===== config.mk =====
export PLATFORM = sky130hd
export DESIGN_NAME = multiplier_32
export DESIGN_NICKNAME = d
export VERILOG_FILES = /design/src/rtl/multiplier_32.sv
export SDC_FILE = /design/constraint.sdc
export NUM_CORES = 1
export LEC_CHECK = 0
export ABC_AREA = 1
export BUFFER_PORTS_ARGS = -buffer_cell sky130_fd_sc_hd__buf_2
export CORE_AREA = 10 10 281 283
export CTS_CLUSTER_SIZE = 20
export DETAILED_ROUTE_END_ITERATION = 6
export DIE_AREA = 0 0 291 293
export GPL_ROUTABILITY_DRIVEN = 0
export PLACE_DENSITY = 0.56
export SYNTH_ARGS = -nofsm -noshare
export SYNTH_HDL_FRONTEND = slang
export SYNTH_SLANG_ARGS = --single-unit

===== constraint.sdc =====
create_clock -name clk -period 5.36 [get_ports clk]
set_input_delay 1.072 -clock clk [delete_from_list [all_inputs] [get_ports clk]]
set_output_delay 1.072 -clock clk [all_outputs]
set_load 0.005 [all_outputs]

===== src/rtl/multiplier_32.sv =====
// rtl/multiplier_32.sv - 32x32 radix-16 sequential multiplier, signed/unsigned operands, 64-bit product
module multiplier_32 (
  input  logic        clk,
  input  logic        reset,
  input  logic        start,
  input  logic        a_signed,
  input  logic        b_signed,
  input  logic [31:0] multiplicand,
  input  logic [31:0] multiplier,
  output logic        busy,
  output logic        rdy,
  output logic [63:0] mul_out
);

  typedef enum logic [1:0] {
    IDLE = 2'd0,
    CALC = 2'd1,
    DONE = 2'd2
  } state_t;

  state_t      state;
  logic [2:0]  cnt;
  logic [31:0] mag_a;
  logic [31:0] mag_b;
  logic        neg;
  logic [63:0] acc;

  logic        neg_a;
  logic        neg_b;
  logic [31:0] abs_a;
  logic [31:0] abs_b;
  logic [3:0]  digit;
  logic [35:0] prod;
  logic [63:0] partial;

  // Operand magnitudes and the current shifted partial product.
  // 0x80000000 negates to itself, which read as unsigned is the correct 2^31.
  always_comb begin
    neg_a   = a_signed & multiplicand[31];
    neg_b   = b_signed & multiplier[31];
    abs_a   = neg_a ? (32'd0 - multiplicand) : multiplicand;
    abs_b   = neg_b ? (32'd0 - multiplier) : multiplier;
    digit   = mag_b[{cnt, 2'b00} +: 4];
    prod    = {4'd0, mag_a} * {32'd0, digit};
    partial = {28'd0, prod} << {cnt, 2'b00};
  end

  // Busy covers the whole operation, including the final sign-fixup cycle.
  assign busy = (state != IDLE);

  // Control FSM with accumulator; dropping start mid-operation abandons it silently.
  always_ff @(posedge clk or negedge reset) begin
    if (!reset) begin
      state   <= IDLE;
      cnt     <= 3'd0;
      mag_a   <= 32'd0;
      mag_b   <= 32'd0;
      neg     <= 1'b0;
      acc     <= 64'd0;
      rdy     <= 1'b0;
      mul_out <= 64'd0;
    end else begin
      rdy <= 1'b0;
      case (state)
        IDLE: begin
          if (start) begin
            mag_a <= abs_a;
            mag_b <= abs_b;
            neg   <= neg_a ^ neg_b;
            acc   <= 64'd0;
            cnt   <= 3'd0;
            state <= CALC;
          end
        end
        CALC: begin
          if (!start) begin
            cnt   <= 3'd0;
            state <= IDLE;
          end else begin
            acc <= acc + partial;
            cnt <= cnt + 3'd1;
            if (cnt == 3'd7) begin
              state <= DONE;
            end
          end
        end
        DONE: begin
          if (start) begin
            mul_out <= neg ? (64'd0 - acc) : acc;
            rdy     <= 1'b1;
          end
          state <= IDLE;
        end
        default: state <= IDLE;
      endcase
    end
  end

endmodule


==> impl_metrics.csv, run 1 <==
group,metric,value,unit
run_status,status,"finished, violations left",
run_status,failing_checks,"setup timing",
drt,number_of_drc_markers_after_the_initial_detailed_route_iteration,1863,
placement,detailedPlacementHpwl,65630,µm
global_route,grt.busiest_layer,"met2",
worst_setup_path,critical-path-top-cell-by-count,"nand2_2",
drt,drc,0,
cts,clock_sinks,199,
cts,cts.root.buffer_cell,"clkbuf_16",
synthesis,postSynthRegisterBits,199,
worst_setup_path,worstPathArrival,6820,ps
power,share_comb_of_total_power,76.6,%
finish,num_antenna_cells,0,
global_route,global_route.usage.met2,29.92,%
synthesis,syn-mean-instance-area,6.504,µm²
cts,cts.hold.buffers_added,0,
min_path,worstHoldPathCells,2,
synthesis,asyncSetResetFlopFracSynth,100.0,%
global_route,global_route.usage.total,18.49,%
floorplanning,floorplan.die_area,0.08526,mm²
global_route,gr_met1_demand_resource,24.85,%
timing,rsz0062_at_grt,"yes",
drt,route.vias.total,23410,
power,power.static_leakage,0.01419,µW
worst_setup_path,cp_max_fo,14,
finish,postLayoutCoreUtil,39.94,%
global_route,grt_pass1_vias,22760,
placement,port_buffers,134,
timing,max_slew_margin,47.48,%
synthesis,netlist_area,0.02111,mm²
synthesis,leading_cell_types_by_total_area_after_synthesis,"dfrtp_1 (24%), nand2_1 (13%), nor2_1 (8.1%)",
worst_setup_path,rr_worst_depth,39,
worst_setup_path,critPathLaunchType,"register",
power,power-per-cell-area,515.1,mW/mm²
floorplanning,floorplan.die.width,291,µm
floorplanning,boundaryPins,135,
synthesis,post_synthesis_cells,3246,
worst_setup_path,worst-r2r-setup-slack,-1050,ps
cts,clk_pin_slew_worst_paths,80,ps
synthesis,ys_warn_count,0,
cts,insertion_delay_of_the_later_clocked_pin_in_the_worst_skew_pair,520,ps
timing,timing.final.ws_setup,-1052,ps
timing,timing.final.hold_violations,0,
cts,cts_tree,"yes",
worst_setup_path,critical_path.reg2reg.endpoint,"acc[54]",
power,max-vdd-ir-drop,0.3488,mV
synthesis,postSynthNetCount,3494,
synthesis,yosysMostFrequentCell,"nand2_1",
worst_setup_path,crit_path_end_kind,"register",
min_path,hold_path_startpoint,"mul_out[61]",
synthesis,synth.cells.most_frequent,"nand2_1 (711), nor2_1 (457), inv_1 (430), o21ai_0 (297), dfrtp_1 (199)",
drt,dr.pass1.iters,5,
worst_setup_path,timing.critical_path.required,5770,ps
global_route,grt_util_met3,2.597,%
synthesis,ys_seq_area_share,23.59,%
min_path,hp-class,"reg2reg",
timing,skew,20.72,ps
power,net-switching-power,7536,µW
cts,cts_max_path_buffers,2,
drt,post_drt_via_cell_ratio,4.845,
drt,detail_route.wirelength,80960,µm
power,clock_power_share,9.6,%
power,p_total,15140,µW
timing,timing_worst_slew_pin_value,787.8,ps
global_route,grt_first_pass_wirelength,125700,µm
timing,setup_viol,56,
finish,final_nets,4097,
floorplanning,floorplan.initialDensity,28.70,%
finish,layout-drive-gt1-share,29.67,%
synthesis,synth_largest_area_cell,"dfrtp_1",
synthesis,synthDistinctLibCells,63,
timing,period_share,119.6,%
global_route,grt_antenna_before_repair,1,
worst_setup_path,path_class,"reg2reg",
worst_setup_path,critical_path.slowest_cell,"fa_1",
timing,period_minus_slack,6412,ps
finish,fill_cells,7751,
floorplanning,row_count,100,
timing,slew_viol_final,0,
run,maximum_capacitance_violations,0,
min_path,min_to,"mul_out[61]",
power,power.share.switching,49.79,%
timing,clock.fmax,156.0,MHz
cts,cts_inserted_buffers,17,
global_route,grt.overflow.total,0,
cts,cts_htree_levels,4,
synthesis,synthDominantCellAreaShare,23.59,%
floorplanning,core_area,0.07357,mm²
worst_setup_path,reg2reg_from,"cnt[0]",
floorplanning,die_height,293,µm
synthesis,ys_flop_type,"dfrtp_1",
drt,antenna_violating_nets_post_route,0,
power,p_seq_share,13.8,%
global_route,maximum_number_of_pins_on_one_net_before_global_route_repair,89,
finish,area_growth,39.17,%
power,internal_power,7599,µW
worst_setup_path,cpPeakStageDelay,510,ps
synthesis,synth_edf_count,0,
drt,wl_per_cell,16.76,µm
## worst max-delay path by stage
stage / end / slack (ps) / cells past startpoint / from
2_1_floorplan: acc[57] / -160 / 37 / cnt[0]
3_3_place_gp: acc[57] / -1340 / 37 / cnt[0]
3_5_place_dp: acc[57] / -1390 / 37 / cnt[0]
4_1_cts: acc[54] / -930 / 40 / cnt[0]
5_1_grt: acc[55] / -1370 / 41 / cnt[0]
6_report: acc[54] / -1050 / 39 / cnt[0]
## layer usage
layer,up-vias,routed length [µm]
li1,11820,-
met1,10860,37530
met2,626,36820
met3,103,4250
met4,2,2352
met5,-,7
## critical path: cells and delay by family (launching register included)
| kind | cells | cell delay, ps |
|---|---|---|
| xor gates and xnor gates | 1 | 160 |
| buffers and inverters | 11 | 1190 |
| AOI/OAI and AO/OA | 10 | 1420 |
| DFF | 1 | 470 |
| and+or+nand+nor | 13 | 1320 |
| adders and majority gates | 4 | 1720 |
## area by class of cell
cell class | instances | area [µm²] | share of cell area [%]
Clock buffer | 17 | 425.4 | 1.448
Clock inverter | 15 | 198.9 | 0.6771
Inverter | 441 | 1668 | 5.676
Multi-Input combinational cell | 2511 | 15960 | 54.31
Sequential cell | 199 | 4982 | 16.96
Tap cell | 969 | 1212 | 4.126
Timing Repair Buffer | 678 | 4932 | 16.79
Timing Repair inverter | 1 | 5.005 | 0.01703
## state kept, by name, summed over array words and instances, names as in the netlist
signal / flops
acc: 64
cnt: 3
mag_a: 32
mag_b: 32
mul_out: 64
neg: 1
rdy: 1
state: 2
## stage by stage
step | cell area [µm²] | cells | hold slack, ps | setup TNS (ps) | setup WS [ps]
floorplan | 21560 | 3246 | 447.8 | -829.2 | -164.0
global placement | 26890 | 4764 | 460.7 | -54740 | -1337
detailed placement | 26890 | 4764 | 467.9 | -58500 | -1388
CTS | 28740 | 4824 | 488.5 | -42340 | -925.1
global route | 29380 | 4831 | 505.0 | -65560 | -1369
finish | 29380 | 4831 | 482.9 | -44090 | -1052
## kinds of logic after synthesis
group           Yosys count  synth area share (%)
compound gates          661                 17.40
xor+xnor                124                 5.144
fa+ha+maj               179                 12.78
buf+inv                 536                 9.636
flops                   199                 23.59
mux                       3                0.1422
simple gates           1544                 31.31
## power by group through the flow
| stage | Sequential, µW | Combinational [µW] | Clock [µW] |
|---|---|---|---|
| 2_1_floorplan | 1940 | 5270 | 0 |
| 3_3_place_gp | 2070 | 9720 | 0 |
| 3_5_place_dp | 2080 | 9790 | 0 |
| 4_1_cts | 2060 | 10800 | 1500 |
| 5_1_grt | 2110 | 12700 | 1540 |
| 6_report | 2090 | 11600 | 1450 |
## cell usage in the layout, fill, tap and decap left out, types with 36 or more instances in the layout
master	instances
a21oi_1	125
a21oi_2	56
buf_2	133
buf_4	530
dfrtp_1	197
fa_1	60
ha_1	71
ha_4	44
inv_1	413
nand2_1	649
nand2_2	63
nand3_1	155
nand3_2	36
nor2_1	394
nor2_2	57
nor3_1	37
o21ai_0	216
o21ai_1	84
xor2_1	90
## what timing repair did
item                       in CTS  in global routing
pin swaps                      58                 39
gates cloned                    2                  1
gates resized for setup       263                159
buffers inserted               26                  6
setup endpoints to repair      58                 58
Note: power is estimated with default switching activity, not from simulation.
==> inputs of run 2 (changes only) <==
Settings changed: CELL_PAD_IN_SITES_DETAIL_PLACEMENT set to 0, CELL_PAD_IN_SITES_GLOBAL_PLACEMENT set to 2, PLACE_DENSITY 0.56 to 0.84.
==> impl_metrics.csv, run 2 (synthesis gave the netlist of run 1 again) <==
group,metric,value,unit
run_status,status,"finished, violations left",
run_status,failing_checks,"setup timing",
worst_setup_path,timing.critical_path.required,5770,ps
timing,setup_viol,57,
worst_setup_path,crit_path_end_kind,"register",
worst_setup_path,critical_path.slowest_cell,"fa_1",
min_path,hp-class,"reg2reg",
drt,antenna_violating_nets_post_route,0,
finish,num_antenna_cells,0,
worst_setup_path,cp_max_fo,14,
worst_setup_path,critical_path.endpoint,"acc[51]",
floorplanning,boundaryPins,135,
worst_setup_path,reg2reg_from,"cnt[0]",
power,power.share.switching,50.16,%
floorplanning,floorplan.die.width,291,µm
timing,period_share,119.0,%
timing,timing_worst_slew_pin_value,834.6,ps
finish,final_nets,4146,
drt,routedLengthMet1,39250,µm
power,power-per-cell-area,517.4,mW/mm²
global_route,maximum_number_of_pins_on_one_net_before_global_route_repair,91,
worst_setup_path,crit_cells,40,
timing,period_minus_slack,6378,ps
placement,pre_cts_slack,-1614,ps
worst_setup_path,worst_path_buf_inv,12,
timing,timing.final.hold_violations,0,
power,net-switching-power,7797,µW
floorplanning,die_height,293,µm
placement,detailedPlacementHpwl,68680,µm
floorplanning,floorplan.initialDensity,28.70,%
cts,cts_htree_levels,4,
placement,port_buffers,134,
power,share_comb_of_total_power,77.8,%
timing,skew,18.81,ps
power,power.static_leakage,0.01456,µW
cts,cts_tree,"yes",
floorplanning,core_area,0.07357,mm²
global_route,grt_pass1_vias,23380,
run,maximum_capacitance_violations,0,
cts,cts_inserted_buffers,17,
power,internal_power,7747,µW
finish,most_frequent_standard_cell_in_the_layout_excluding_fill_and_tap_cells,"nand2_1",
drt,post_drt_via_cell_ratio,4.796,
finish,fill_cells,7848,
worst_setup_path,worstPathArrival,6780,ps
finish,area_growth,42.30,%
drt,drc,0,
timing,max_slew_margin,44.36,%
placement,total_placed_instance_area,0.02722,mm²
global_route,grt_antenna_before_repair,0,
cts,cts_max_path_buffers,2,
finish,layout-drive-gt1-share,31.99,%
drt,met2RoutedLength,39500,µm
timing,rsz0062_at_grt,"yes",
finish,most-common-layout-cells,"nand2_1 (644), buf_4 (579), inv_1 (403)",
drt,met3WireLength,3616,µm
worst_setup_path,path_class,"reg2reg",
drt,detail_route.wirelength,84910,µm
global_route,grt_first_pass_wirelength,131400,µm
global_route,global_route.usage.total,19.37,%
worst_setup_path,path_delay_family,"simple AND/OR/NAND/NOR gates",
worst_setup_path,critical-path-top-cell-by-count,"buf_4",
timing,clock.fmax,156.8,MHz
timing,worst_hold_slack,481.7,ps
floorplanning,row_count,100,
power,clock_power_share,8.9,%
worst_setup_path,worst-r2r-setup-slack,-1020,ps
drt,route.vias.total,23400,
global_route,grt.overflow.total,0,
worst_setup_path,worstSetupStartpoint,"cnt[0]",
cts,cts.root.buffer_cell,"clkbuf_16",
worst_setup_path,cpPeakStageDelay,530,ps
power,p_seq_share,13.3,%
finish,finalInstanceArea,0.03004,mm²
cts,clock_sinks,199,
drt,wl_per_cell,17.40,µm
cts,insertion_delay_of_the_later_clocked_pin_in_the_worst_skew_pair,510,ps
placement,dp.cells,4806,
timing,timing.final.ws_setup,-1018,ps
finish,top_regs,"acc x64, mul_out x64",
worst_setup_path,rr_worst_depth,40,
floorplanning,floorplan.die_area,0.08526,mm²
drt,dr.pass1.iters,7,
cts,clk_pin_slew_worst_paths,90,ps
worst_setup_path,critPathLaunchType,"register",
timing,slew_viol_final,0,
power,max-vdd-ir-drop,0.3535,mV
finish,final_cells,4879,
drt,number_of_drc_markers_after_the_initial_detailed_route_iteration,1593,
drt,route.top_layer_used,"met4",
worst_setup_path,critical_path.reg2reg.endpoint,"acc[51]",
cts,cts.hold.buffers_added,0,
-- run 2: cell count changes in the layout (fill, tap and decap cells not counted), moves of 9 or more --
| cell | change |
|---|---|
| buf_4 | +49 |
| o21ai_2 | +17 |
| a21oi_1 | -14 |
| o21ai_0 | -13 |
| inv_1 | -10 |
| nand3_1 | -10 |
| inv_2 | +9 |
-- run 2: how the worst min path moves through the flow --
stage                     depth (start not counted)     endpoint        start
after CTS                                         2  mul_out[61]  mul_out[61]
after detailed placement                          2  mul_out[61]  mul_out[61]
after global routing                              2   mul_out[6]   mul_out[6]
final                                             2  mul_out[18]  mul_out[18]
after floorplan                                   2    mag_b[10]    mag_b[10]
after global placement                            2  mul_out[33]  mul_out[33]
-- run 2: power by group through the flow --
stage               sequential, µW  clock, µW  combinational, µW
floorplan                     1940          0               5270
global placement              2070          0               9990
detailed placement            2070          0              10000
CTS                           2050       1430              11100
global route                  2100       1480              13200
finish                        2070       1380              12100
-- run 2: metal layers --
metal | up-vias | GRT usage (%)
met5 | - | 0
met4 | 0 | 6.426
met3 | 112 | 2.575
met2 | 511 | 32.15
met1 | 10860 | 25.62
li1 | 11920 | -
-- run 2: final cells by class --
type	count	area, µm²	area share, %
multi-input cells	2511	16260	54.11
clock inverters	13	161.4	0.5372
inverters	441	1668	5.551
well taps	969	1212	4.035
clock buffers	18	439.2	1.462
repair buffers	728	5323	17.72
flip-flops and latches	199	4984	16.59
-- run 2: stage by stage --
step	power, µW	util [%]	TNS (ps)
2_1_floorplan	7217	-	-829.2
3_3_place_gp	12050	37.00	-62740
3_5_place_dp	12090	37.00	-64980
4_1_cts	14540	39.57	-43700
5_1_grt	16790	40.84	-65370
6_report	15540	40.84	-45310
-- run 2: worst register-to-register path: cells and delay by family (launching register included) --
kind,cells,cell delay [ps]
and+or+nand+nor,17,1760
AOI/OAI and AO/OA,7,950
DFF,1,460
buffers and inverters,12,1410
adders and majority gates,4,1670
-- run 2: timing repair --
| action | 4_1_cts | 5_1_grt |
|---|---|---|
| gates cloned | 2 | 2 |
| pin swaps | 75 | 47 |
| gates resized for setup | 291 | 219 |
| setup buffers | 25 | 13 |
| hold endpoints to repair | 0 | 0 |
| setup endpoints to repair | 58 | 59 |
==> inputs of run 3 (changes only) <==
Settings changed: BUFFER_PORTS_ARGS -buffer_cell sky130_fd_sc_hd__buf_2 to -buffer_cell sky130_fd_sc_hd__clkbuf_2.
==> impl_metrics.csv, run 3 (synthesis gave the netlist of run 1 again) <==
group,metric,value,unit
run_status,status,"finished, violations left",
run_status,failing_checks,"setup timing",
finish,layout-drive-gt1-share,32.10,%
finish,most_frequent_standard_cell_in_the_layout_excluding_fill_and_tap_cells,"nand2_1",
worst_setup_path,critPathLaunchType,"register",
cts,cts.root.buffer_cell,"clkbuf_16",
timing,timing_worst_slew_pin_value,844.8,ps
timing,max_slew_margin,43.16,%
drt,met3WireLength,3696,µm
timing,rsz0062_at_grt,"yes",
global_route,maximum_number_of_pins_on_one_net_before_global_route_repair,86,
global_route,grt_pass1_vias,23010,
worst_setup_path,cp_max_fo,12,
timing,period_share,118.7,%
timing,tns_setup,-42020,ps
timing,clock.fmax,157.2,MHz
finish,final_nets,4135,
cts,cts_htree_levels,4,
drt,met2RoutedLength,38750,µm
cts,clk_pin_slew_worst_paths,90,ps
drt,route.vias.total,23200,
finish,fill_cells,7827,
power,power.static_leakage,0.01450,µW
min_path,worstHoldPathCells,2,
worst_setup_path,timing.critical_path.required,5750,ps
finish,num_antenna_cells,0,
min_path,min_to,"mul_out[21]",
finish,area_growth,42.03,%
min_path,hp-class,"reg2reg",
floorplanning,floorplan.initialDensity,28.70,%
global_route,grt.overflow.total,0,
worst_setup_path,worstPathArrival,6750,ps
floorplanning,floorplan.die_area,0.08526,mm²
floorplanning,core_area,0.07357,mm²
cts,cts_max_path_buffers,2,
floorplanning,die_height,293,µm
worst_setup_path,cpPeakStageDelay,530,ps
placement,detailedPlacementHpwl,68540,µm
worst_setup_path,rr_worst_depth,38,
drt,number_of_drc_markers_after_the_initial_detailed_route_iteration,1419,
worst_setup_path,path_class,"reg2reg",
drt,route.top_layer_used,"met4",
floorplanning,row_count,100,
floorplanning,floorplan.die.width,291,µm
placement,port_buffers,134,
placement,pre_cts_slack,-1361,ps
min_path,hold_path_startpoint,"mul_out[21]",
worst_setup_path,critical_path.slowest_cell,"fa_1",
drt,post_drt_via_cell_ratio,4.765,
power,max-vdd-ir-drop,0.3243,mV
worst_setup_path,reg2reg_from,"cnt[0]",
drt,wl_per_cell,17.20,µm
timing,skew,26.28,ps
timing,slew_viol_final,0,
run,maximum_capacitance_violations,0,
cts,insertion_delay_of_the_later_clocked_pin_in_the_worst_skew_pair,530,ps
drt,detail_route.wirelength,83760,µm
drt,drc,0,
global_route,grt_first_pass_wirelength,129100,µm
cts,cts_tree,"yes",
cts,clock_sinks,199,
worst_setup_path,critical_path.reg2reg.endpoint,"acc[48]",
worst_setup_path,crit_path_end_kind,"register",
timing,setup_viol,56,
drt,dr.pass1.iters,6,
cts,cts_inserted_buffers,17,
drt,antenna_violating_nets_post_route,0,
finish,top_regs,"acc x64, mul_out x64",
timing,timing.final.hold_violations,0,
timing,timing.final.ws_setup,-1002,ps
power,power-per-cell-area,512.5,mW/mm²
global_route,grt_antenna_before_repair,0,
worst_setup_path,worst-r2r-setup-slack,-1000,ps
drt,routedLengthMet1,38500,µm
floorplanning,boundaryPins,135,
cts,cts.hold.buffers_added,0,
global_route,global_route.usage.total,19.11,%
timing,period_minus_slack,6362,ps
finish,most-common-layout-cells,"nand2_1 (643), buf_4 (568), inv_1 (397)",
[run 3: power breakdown]
group | internal (µW) | total (µW) | leakage, µW | switching [µW]
combinational | 5290 | 11900 | 0.0117 | 6610
sequential | 1730 | 2070 | 0.00249 | 347
clock | 675 | 1400 | 0.000293 | 722
[run 3: metal layers]
metal  global-route usage (%)  up-vias
met5                        0        -
met2                    31.61      478
met4                    7.118        0
met3                    2.770      113
li1                         -    11900
met1                    24.93    10710
[run 3: worst max path at each step]
stage / endpoint / slack, ps / from
floorplan: acc[57] / -160 / cnt[0]
global placement: acc[52] / -1300 / cnt[0]
detailed placement: acc[52] / -1360 / cnt[0]
CTS: acc[51] / -960 / cnt[0]
global route: acc[60] / -1380 / cnt[0]
finish: acc[48] / -1000 / cnt[0]
[run 3: through the flow]
stage / total power, µW / util [%] / cell area, µm² / hold slack [ps] / instances
floorplan: 7217 / - / 21560 / 447.8 / 3246
global placement: 12030 / 36.89 / 27140 / 463.8 / 4796
detailed placement: 12070 / 36.89 / 27140 / 473.2 / 4796
CTS: 14150 / 39.05 / 28730 / 493.3 / 4849
global route: 16570 / 40.76 / 29990 / 519.0 / 4869
finish: 15370 / 40.76 / 29990 / 487.5 / 4869
[run 3: final cells by class]
class	instances	area, µm²	share of cell area, %
clock inverters	13	161.4	0.5383
well taps	969	1212	4.043
repair buffers	716	5210	17.37
repair inverters	1	5.005	0.01669
flip-flops and latches	199	4984	16.62
inverters	441	1668	5.562
multi-input cells	2511	16300	54.37
clock buffers	19	442.9	1.477
[run 3: what timing repair did]
action / CTS / global route
endpoints found under the setup margin: 58 / 58
gates resized for setup: 223 / 298
pin swaps: 24 / 47
buffers inserted: 19 / 18
gates cloned: 2 / 2
[run 3: worst max-delay path: cells and delay by family (launching register included)]
family	cells	cell delay [ps]
flip-flops	1	460
adder cells (fa/ha/maj)	4	1650
buffers and inverters	10	1020
AO/OA/AOI/OAI	6	930
AND/OR/NAND/NOR	18	2140
